`src/rtl/my_3d4d_tx.sv`:
```
// 3b/4b running-disparity encoder and 1-bit serializer with symbol-start framing.
// Optional idle filler (code 1010 framed every 4 cycles) enabled by `define MY_3D4D_IDLE_FILL_EN.
module my_3d4d_tx #(
   parameter logic RD_INIT   = 1'b0,
   parameter logic MSB_FIRST = 1'b1
) (
   input  logic       clk,
   input  logic       rst,
   input  logic [2:0] din,
   input  logic       din_valid,
   output logic       din_ready,
   output logic       ser_out,
   output logic       sym_start,
   output logic [3:0] sym_out,
   output logic       rd,
   output logic       idle
);

   typedef enum logic [1:0] {
      S_IDLE  = 2'd0,
      S_SHIFT = 2'd1,
      S_FILL  = 2'd2
   } state_t;

`ifdef MY_3D4D_IDLE_FILL_EN
   localparam logic [3:0] FILL_CODE = 4'b1010;
`endif

   function automatic logic [3:0] encode(input logic rd_in, input logic [2:0] d);
      logic [3:0] code;
      case ({rd_in, d})
         4'b0_000: code = 4'b1011;
         4'b0_001: code = 4'b1001;
         4'b0_010: code = 4'b0101;
         4'b0_011: code = 4'b1100;
         4'b0_100: code = 4'b1101;
         4'b0_101: code = 4'b1010;
         4'b0_110: code = 4'b0110;
         4'b0_111: code = 4'b0111;
         4'b1_000: code = 4'b0100;
         4'b1_001: code = 4'b1001;
         4'b1_010: code = 4'b0101;
         4'b1_011: code = 4'b0011;
         4'b1_100: code = 4'b0010;
         4'b1_101: code = 4'b1010;
         4'b1_110: code = 4'b0110;
         4'b1_111: code = 4'b1000;
         default:  code = 4'b0000;
      endcase
      return code;
   endfunction

   // Unbalanced codes (000, 100, 111) are the only ones that flip disparity.
   function automatic logic rd_flip(input logic [2:0] d);
      return (d == 3'b000) || (d == 3'b100) || (d == 3'b111);
   endfunction

   function automatic logic pick_bit(input logic [3:0] code, input logic [1:0] k);
      logic [1:0] msb_idx;
      msb_idx = 2'd3 - k;
      return MSB_FIRST ? code[msb_idx] : code[k];
   endfunction

   state_t     state_q;
   logic [1:0] cnt_q;
   logic [1:0] cnt_d;
   logic [3:0] sym_q;
   logic [3:0] code_d;
   logic       rd_q;
   logic       rd_d;
   logic       ser_q;
   logic       start_q;
   logic       idle_q;
   logic       xfer;

   assign din_ready = ~rst & ((state_q == S_IDLE) | (cnt_q == 2'd3));
   assign xfer      = din_valid & din_ready;
   assign code_d    = encode(rd_q, din);
   assign rd_d      = rd_q ^ rd_flip(din);
   assign cnt_d     = cnt_q + 2'd1;

   // Single FSM: accepts words, shifts codes, and returns to idle (or filler) between symbols.
   always_ff @(posedge clk) begin
      if (rst) begin
         state_q <= S_IDLE;
         cnt_q   <= 2'd0;
         sym_q   <= 4'b0000;
         rd_q    <= RD_INIT;
         ser_q   <= 1'b0;
         start_q <= 1'b0;
         idle_q  <= 1'b1;
      end else if (xfer) begin
         state_q <= S_SHIFT;
         cnt_q   <= 2'd0;
         sym_q   <= code_d;
         rd_q    <= rd_d;
         ser_q   <= pick_bit(code_d, 2'd0);
         start_q <= 1'b1;
         idle_q  <= 1'b0;
      end else begin
         case (state_q)
            S_SHIFT, S_FILL: begin
               if (cnt_q != 2'd3) begin
                  cnt_q   <= cnt_d;
                  ser_q   <= pick_bit(sym_q, cnt_d);
                  start_q <= 1'b0;
               end else begin
`ifdef MY_3D4D_IDLE_FILL_EN
                  state_q <= S_FILL;
                  cnt_q   <= 2'd0;
                  sym_q   <= FILL_CODE;
                  ser_q   <= pick_bit(FILL_CODE, 2'd0);
                  start_q <= 1'b1;
                  idle_q  <= 1'b1;
`else
                  state_q <= S_IDLE;
                  cnt_q   <= 2'd0;
                  ser_q   <= 1'b0;
                  start_q <= 1'b0;
                  idle_q  <= 1'b1;
`endif
               end
            end
            S_IDLE: begin
`ifdef MY_3D4D_IDLE_FILL_EN
               state_q <= S_FILL;
               cnt_q   <= 2'd0;
               sym_q   <= FILL_CODE;
               ser_q   <= pick_bit(FILL_CODE, 2'd0);
               start_q <= 1'b1;
               idle_q  <= 1'b1;
`else
               cnt_q   <= 2'd0;
               ser_q   <= 1'b0;
               start_q <= 1'b0;
               idle_q  <= 1'b1;
`endif
            end
            default: begin
               state_q <= S_IDLE;
               cnt_q   <= 2'd0;
               ser_q   <= 1'b0;
               start_q <= 1'b0;
               idle_q  <= 1'b1;
            end
         endcase
      end
   end

   assign ser_out   = ser_q;
   assign sym_start = start_q;
   assign sym_out   = sym_q;
   assign rd        = rd_q;
   assign idle      = idle_q;

endmodule

```
`config.mk`:
```
export PLATFORM = sky130hd
export DESIGN_NAME = my_3d4d_tx
export DESIGN_NICKNAME = d
export VERILOG_FILES = /design/src/rtl/my_3d4d_tx.sv
export SDC_FILE = /design/constraint.sdc
export NUM_CORES = 1
export LEC_CHECK = 0
export ABC_AREA = 1
export CAP_MARGIN = 20
export CORE_MARGIN = 2
export CORE_UTILIZATION = 47
export CTS_CLUSTER_DIAMETER = 60
export DETAILED_ROUTE_END_ITERATION = 8
export PLACE_DENSITY = 0.79
export SKIP_CTS_REPAIR_TIMING = 1
export SLEW_MARGIN = 20
export SYNTH_ARGS = -nofsm -noshare
export SYNTH_HDL_FRONTEND = slang
export SYNTH_SLANG_ARGS = --single-unit
```
`constraint.sdc`:
```
create_clock -name clk -period 1.3 [get_ports clk]
set_input_delay 0.195 -clock clk [delete_from_list [all_inputs] [get_ports clk]]
set_output_delay 0.195 -clock clk [all_outputs]
set_load 0.02 [all_outputs]
```
==> results of run 1 <==
## registers in the layout, indices dropped and copies added, names as in the netlist
signal	count
cnt_q	2
idle	1
rd	1
ser_out	1
state_q	1
sym_out	4
sym_start	1
## routing by layer
layer | vias to the layer above | part of all wire [%] | track usage [%]
met5 | - | 0 | 0
met4 | 0 | 3.1 | 9.68
met3 | 6 | 4.2 | 1.30
met2 | 18 | 53 | 32.2
met1 | 294 | 40 | 19.7
li1 | 359 | - | -
## Yosys cell counts
master / number
nor2_1: 10
buf_4: 1
o21ai_0: 1
nand4_1: 2
nor2_2: 1
nand2_2: 1
nor2_4: 1
nand3_1: 12
ha_1: 9
dfxtp_1: 11
nand2_1: 34
inv_1: 15
## tightest hold or removal path, stage by stage, from the launching register on
cell	delay, ns
dfxtp_1	0.32
nand2_1	0.06
nand2_1	0.04
## cells in the final DEF, fill, tap and decap left out
| cell type | count |
|---|---|
| nand2_2 | 3 |
| nor2_4 | 2 |
| nor2_1 | 9 |
| nand3_1 | 12 |
| clkbuf_1 | 1 |
| nand4_1 | 2 |
| clkbuf_4 | 3 |
| nor2_2 | 1 |
| buf_6 | 1 |
| ha_1 | 8 |
| dfxtp_2 | 2 |
| clkdlybuf4s50_1 | 4 |
| dlymetal6s2s_1 | 9 |
| o21ai_0 | 1 |
| inv_1 | 12 |
| buf_4 | 12 |
| nand2_1 | 32 |
| dfxtp_1 | 9 |
| ha_4 | 1 |
| inv_2 | 3 |
## kinds of logic after synthesis
kind of cell             Yosys count  share of synthesized area, %
flip-flops                        11                          33.2
adder cells (fa/ha/maj)            9                          17.0
buffers and inverters             16                          9.62
AND/OR/NAND/NOR                   61                          39.4
AO/OA/AOI/OAI                      1                         0.754
## final timing paths
path	start	end	slack, ns	cells past startpoint
setup / recovery	cnt_q[0]	din_ready	0.02	6
hold / removal	sym_out[3]	sym_out[3]	0.47	2
setup reg to reg	cnt_q[0]	idle	0.04	8
hold reg to reg	sym_out[3]	sym_out[3]	0.47	2
## final cells by class
type / count / area, µm² / area share, %
sequential: 11 / 223 / 22.7
inverter: 15 / 56.3 / 5.73
tap: 15 / 18.8 / 1.91
timing repair buffer: 26 / 254 / 25.9
multi-input combinational: 71 / 404 / 41.1
clock buffer: 4 / 26.3 / 2.68
## power groups by stage
stage          Clock [mW]  Sequential [mW]  Combinational (mW)
2_1_floorplan           0            0.410              0.0947
5_1_grt             0.257            0.383               0.266
6_report            0.230            0.379               0.242
3_3_place_gp            0            0.383               0.227
3_5_place_dp            0            0.385               0.233
4_1_cts             0.232            0.377               0.234
==> results.yml, run 1 <==
power_and_ir_drop:
  ir_drop_v: 0.000422
  clockPowerShare_pct: 27.0
  p_comb_share_pct: 28.5
  total_power_mw: 0.851
  p_leak_nw: 0.610
  p_switching_mw: 0.254
  p_int_mw: 0.597
  switching_share_pct: 29.9
  powerDensity_mw_per_mm2: 866
  power_frac_seq_pct: 44.5
job:
  drv_cap: 0
finish:
  layout.cells.non_filler: 142
  antenna_cells: 0
  drive_gt1_share_pct: 22.0
  n_fill_cell: 101
  syn2layout_area_growth_pct: 48.1
  fin_nets: 143
  fin_area_um2: 982
  finalCoreUtilization_pct: 74.5
setup_path:
  cp_max_fo: 2
  setup.worst_path.class: "flip-flop to primary output"
  startpoint_type: "flip-flop"
  critPathRequiredTime_ns: 1.11
  worstPathArrival_ns: 1.09
  crit_top_cell: "inv_2"
  path_buf_inv: 3
  worst_path_largest_cell_delay_ns: 0.35
  critPathTopFamily: "flip-flops"
  cp_cell_sequence: "ha_4, inv_2, nand2_2, inv_2, nor2_2, buf_6"
  cpMaxStageDelayCell: "dfxtp_2"
  worstSetupEndpointType: "primary output"
route:
  dr.first_iter.drc_count: 11
  firstDrtPassIters: 4
  drc: 0
  num_vias: 677
  viasPerCell: 4.77
  routed_wirelength_um: 1410
  ant_nets: 0
  routedWlPerCell_um: 9.94
floorplanning:
  rows: 13
  core_area_mm2: 0.00132
  die_w_um: 41.6
  pin_count: 15
  die_area_mm2: 0.00173
  start_util_pct: 50.3
  die_h_um: 41.6
clock_tree:
  clk_path_buf_depth: 2
  clock_sinks: 11
  clkTransAtPathRegs_ns: 0.08
  cts-root-buf: "clkbuf_4"
  cts_tree: "yes"
  cts_buffers: 3
  clkLatencyLatePin_ns: 0.26
  htreeDepth: 1
run_status:
  outcome: "complete, no violations"
logic_synthesis:
  syn_inst: 98
  yosys.area.top_type: "dfxtp_1"
  synth_cell_types: 12
  syn-num-nets: 113
  yosys_warnings: 0
  synth_top_cell_area_share_pct: 33.2
  synth_area_um2: 663
  synth_seq_area_share_pct: 33.2
  syn_avg_cell_area_um2: 6.77
  synthTopCellsByArea: "dfxtp_1, nand2_1, ha_1, nand3_1, inv_1"
  ys_seq_elements: 11
timing:
  timing.fmax_mhz: 779
  setup_viol: 0
  tns_ns: 0
  hold_ws_ns: 0.466
  tightest_slew_ns: 0.239
  rsz0062_at_grt: "true"
  finalCritPeriodShare_pct: 98.8
  final.min_clock_period_ns: 1.28
  hold_viol_final: 0
  fin_ws_ns: 0.0162
  slew_violations: 0
  clock_skew_ns: 0.0108
  max_slew_margin_pct: 84.0
worst_hold_path:
  hold_class: "flip-flop to flip-flop"
placed_design:
  portBuffers: 14
  dpl_worst_slack_ns: -0.264
  hpwlAfterDp_um: 1110
  place.gp.congestion: 0.787
  placed_cell_area_um2: 897
  placedCellCount: 137
global_route:
  antenna_found_initial: 0
  grt_pass1_wl_um: 2400
  grt_remaining_overflow: 0
  grt_start_max_net_pins: 8
  grt_use_total_pct: 17.6
  grt_pass1_vias: 595
Power figures use the tool's default switching activity.
==> run 2: changes to the inputs <==
Settings changed: ABC_CLOCK_PERIOD_IN_PS set to 1300, MAX_ROUTING_LAYER set to met4.
==> results of run 2 <==
Final layout, timing and power as in run 1 (identical DEF).
Main changes from that run: final weighted congestion in routability-driven placement 0.787 -> 0.798; overall routing resource usage 17.6% -> 18.0%
==> run 3: changes to the inputs <==
Settings changed: CTS_CLUSTER_DIAMETER 60 to not set.
==> results of run 3 <==
Final layout, timing and power as in run 1 (identical DEF).
Main changes from that run: final weighted congestion in routability-driven placement 0.787 -> 0.798; overall routing resource usage 17.6% -> 18.0%
==> variant 1: new RTL, config.mk and constraints of run 1 <==
Set the parameter `MSB_FIRST` to 1'b0 (it was 1'b1).
--- a/src/rtl/my_3d4d_tx.sv
+++ b/src/rtl/my_3d4d_tx.sv
@@ -3,5 +3,5 @@
 module my_3d4d_tx #(
    parameter logic RD_INIT   = 1'b0,
-   parameter logic MSB_FIRST = 1'b1
+   parameter logic MSB_FIRST = 1'b0
 ) (
    input  logic       clk,
Check against the original RTL: not equivalent (Yosys sat finds a counterexample within 4 cycles, from zero or initial values and one cycle with rst high).
==> variant 1 against run 1 <==
  * Clock power increased by 5%
  * Count of clock-buffer cells in the layout is the same
  * Routed wire length up 12%
  * Final area shrank 0.38%
  * First-iteration DRC count is 27% lower
  * Critical path type unchanged
  * Worst setup slack better by 0.041 ns
  * Power rose by 2.3%
  * Cell count shrank 6.3%
  * Largest power group unchanged
  * Sequential cell count unchanged
  * Area after synthesis is the same
  * Via count fell by 2.7%
  * Register-to-register slack better by 0.05 ns
==> variant 1: results (changes against run 1) <==
status complete, no violations (unchanged); Synthesis Warnings 0 (unchanged); Critical-path top delay cell dfxtp_2 (unchanged); Hold Crit Class flop to flop (unchanged); Worst Path Arrival 1.05 ns (was 1.09 ns); Post-synth top cells nand2_1, inv_1, dfxtp_1, nand3_1 (was nand2_1, inv_1, nand3_1); first-pass GRT wire length 2470 um (was 2401 um); Routed wire per std cell 11.92 um (was 9.944 um); largest fanout on the critical path 2 (unchanged); Seq/Total Area, Yosys 33.21% (unchanged); clk buf depth 2 (unchanged); Slew @ Worst Pin 0.2471 ns (was 0.2394 ns); Top FF cell, synth dfxtp_1 (unchanged); CTS root buf clkbuf_4 (unchanged); max reg flops 4 (unchanged); Setup crit start cnt_q[0]$_SDFF_PP0_ (unchanged); placed cell area 889.6 sq um (was 897.1 sq um); vias per inst 4.955 (was 4.768); CTS Buf Count 3 (unchanged); n_diodes 0 (unchanged); met2 Use GR 30.94% (was 32.19%); slowest cell delay on critical path 0.34 ns; routability cong. 0.7780 (was 0.7873); Layout fillers 101 (unchanged); largest net degree at the start of global routing 11 (was 8); worst slack, placed -0.2405 ns (was -0.2636 ns); routing usage on met1 22.31% (was 19.73%); # H-tree levels 1 (unchanged); Yosys cell types 16 (was 12); Layout Skew 0.002919 ns (was 0.01085 ns); Peak VDD IR 0.0005953 V (was 0.0004225 V); Post-Syn Instances 90 (was 98); worst skew pair latency 0.27 ns; initial antenna violation count 0 (unchanged); PortBufs 14 (unchanged); GRT Total Usage 18.34% (was 17.56%); GR Util met3 2.609% (was 1.304%); largest cells by area after synthesis dfxtp_1, ha_1, nand2_1 (was dfxtp_1, nand2_1, ha_1); Net Count, Synth 104 (was 113); hpwl dp 1128 um (was 1112 um); share of cells above drive strength 1 23.73% (was 22.05%); vias in the first global route 609 (was 595); Switching Share 30.97% (was 29.86%); DRT iter0 DRCs 8 (was 11); LEAKAGE 0.5913 nW (was 0.6100 nW); Cell Count, Final, Fillers Out 133 (was 142); Hold Crit Start idle$_SDFFE_PP1P_ (was sym_out[3]$_SDFFE_PP0P_); Async SR Flop Fraction 0% (unchanged); Reg area 221.5 sq um (was 222.7 sq um); Initial DRT Pass Iterations 4 (unchanged); CP top delay family flip-flops (unchanged); clock-pin slew on the worst setup and hold paths 0.07 ns
## variant 1: cell types whose count changed in the layout (fill, tap and decap cells not counted), sizes merged
cell / run 1 / this run
nor2: 12 / 10
nand2: 35 / 24
buf: 13 / 12
a21oi: 0 / 3
o211ai: 0 / 1
nand4: 2 / 0
nand3: 12 / 11
ha: 9 / 8
o21ai: 1 / 5
o31ai: 0 / 1
## variant 1: cell families after synthesis
kind of cell / count (synthesis) / share of synthesized area, %
AOI/OAI and AO/OA: 10 / 8.301
adders and majority gates: 8 / 15.09
buffers and inverters: 16 / 9.624
DFF: 11 / 33.21
and+or+nand+nor: 45 / 33.77
## variant 1: layer usage
metal | vias to the layer above | part of all wire (%) | wire length [um]
li1 | 337 | - | -
met1 | 299 | 42 | 664
met2 | 21 | 52 | 830
met3 | 2 | 4.2 | 66
met4 | 0 | 1.5 | 23
met5 | - | 0 | 0
## variant 1: worst min-delay path: stages (launching register included)
cell	delay (ns)
dfxtp_1	0.32
nor2_1	0.04
nor2_1	0.07
## variant 1: power groups by stage
stage	clock, mW	combinational, mW	sequential [mW]
finish	0.241	0.255	0.375
detailed placement	0	0.234	0.381
global route	0.261	0.278	0.378
global placement	0	0.228	0.380
CTS	0.248	0.235	0.373
floorplan	0	0.103	0.405
## variant 1: worst paths after layout
kind,endpoint,slack (ns),cells past startpoint
worst max-delay path,din_ready,0.06,4
worst min-delay path,idle$_SDFFE_PP1P_,0.46,2
worst max register to register,rd$_SDFFE_PP0P_,0.09,8
worst min register to register,idle$_SDFFE_PP1P_,0.46,2
## variant 1: cell type report
class                      instances  area share [%]
tap                               15           1.918
timing repair buffer              25           26.47
inverter                          15           5.754
multi-input combinational         63           40.54
clock buffer                       4           2.685
sequential                        11           22.63
==> variant 2: new RTL, config.mk and constraints of run 1 <==
Without the edit above. Re-encode `state_t` (3 states) as one-hot, 3 bits wide.
--- a/src/rtl/my_3d4d_tx.sv
+++ b/src/rtl/my_3d4d_tx.sv
@@ -17,8 +17,8 @@
 );
 
-   typedef enum logic [1:0] {
-      S_IDLE  = 2'd0,
-      S_SHIFT = 2'd1,
-      S_FILL  = 2'd2
+   typedef enum logic [2:0] {
+      S_IDLE  = 3'b001,
+      S_SHIFT = 3'b010,
+      S_FILL  = 3'b100
    } state_t;
 
Check against the original RTL: same outputs for any inputs over 10 cycles, from zero or initial values and one cycle with rst high; not proved beyond that.
==> variant 2 against run 1 <==
  * Critical path type unchanged
  * First-iteration DRC count increased by 73%
  * Clock skew decreased by 0.010 ns
  * Clock power increased by 29%
  * Cell count increased by 2.1%
  * Routed wire length increased by 14%
  * The run now ends with negative setup slack left
  * Power increased by 13%
  * Global-route usage increased by 0.31 points
  * Sequential power increased by 6.9%
  * Worst setup slack got worse by 0.090 ns
  * Non-clock buffer count increased by 3
  * Largest power group unchanged
  * Area after synthesis increased by 13%
  * Final area increased by 11%
  * Sequential cell count increased by 1
  * Register-to-register slack improved by 0.07 ns
==> variant 2: results (changes against run 1) <==
status finished with violations (was complete, no violations); failing checks negative setup slack; Reg2Reg Depth 6 (was 8); Post-synth top cells nand2_1, dfxtp_1, inv_1 (was nand2_1, inv_1, nand3_1); largest cells by area after synthesis dfxtp_1, ha_1, nand2_1 (was dfxtp_1, nand2_1, ha_1); final hold slack 0.4689 ns (was 0.4663 ns); Net Count, Synth 112 (was 113); Seq/Total Area, Yosys 32.00% (was 33.21%); Seq. pwr 0.405 mW (was 0.379 mW); hpwl dp 1159 um (was 1112 um); placed cell area 1005 sq um (was 897.1 sq um); post-synthesis adder-cell area fraction 15.00% (was 16.98%); GRT Total Usage 17.86% (was 17.56%); Yosys cell types 23 (was 12); combinational power share 26.9% (was 28.5%); share of cells above drive strength 1 27.91% (was 22.05%); flop-to-flop setup slack 0.11 ns (was 0.04 ns); Worst Path Arrival 1.18 ns (was 1.09 ns); worst slack, placed -0.3787 ns (was -0.2636 ns); vias per inst 4.876 (was 4.768); setup violators final 1 (was 0); final WL 1604 um (was 1412 um); routed vias 707 (was 677); Layout fillers 119 (was 101); first-pass GRT wire length 2532 um (was 2401 um); largest fanout on the critical path 3 (was 2); syn_area_per_cell 7.739 sq um (was 6.767 sq um); power consumption 0.9592 mW (was 0.8510 mW); routability cong. 0.7208 (was 0.7873); final worst slack -0.07338 ns (was 0.01621 ns); Slew @ Worst Pin 0.2362 ns (was 0.2394 ns); Initial DRT Pass Iterations 6 (was 4)
==> variant 2: cell types whose count changed after synthesis, sizes merged <==
cell,delta
buf,+1
nand3,-8
inv,+1
dfxtp,+1
o21ai,+8
nand2,-12
nand3b,+1
a21oi,+7
o31ai,+1
nor2,-2
o211ai,+1
==> variant 2: layout make-up <==
type | instances | area (sq um) | share of cell area (%)
Clock buffer | 4 | 36.28 | 3.314
Multi-Input combinational cell | 68 | 461.7 | 42.17
Timing Repair Buffer | 29 | 270.3 | 24.69
Tap cell | 16 | 20.02 | 1.829
Inverter | 16 | 65.06 | 5.943
Sequential cell | 12 | 241.5 | 22.06
==> variant 2: routing by layer <==
| metal | share of wire [%] | vias to the layer above | global-route usage (%) |
|---|---|---|---|
| li1 | - | 379 | - |
| met1 | 38 | 305 | 17.95 |
| met2 | 57 | 21 | 33.53 |
| met3 | 4.7 | 2 | 1.667 |
| met4 | 0.62 | 0 | 12.73 |
| met5 | 0 | - | 0 |
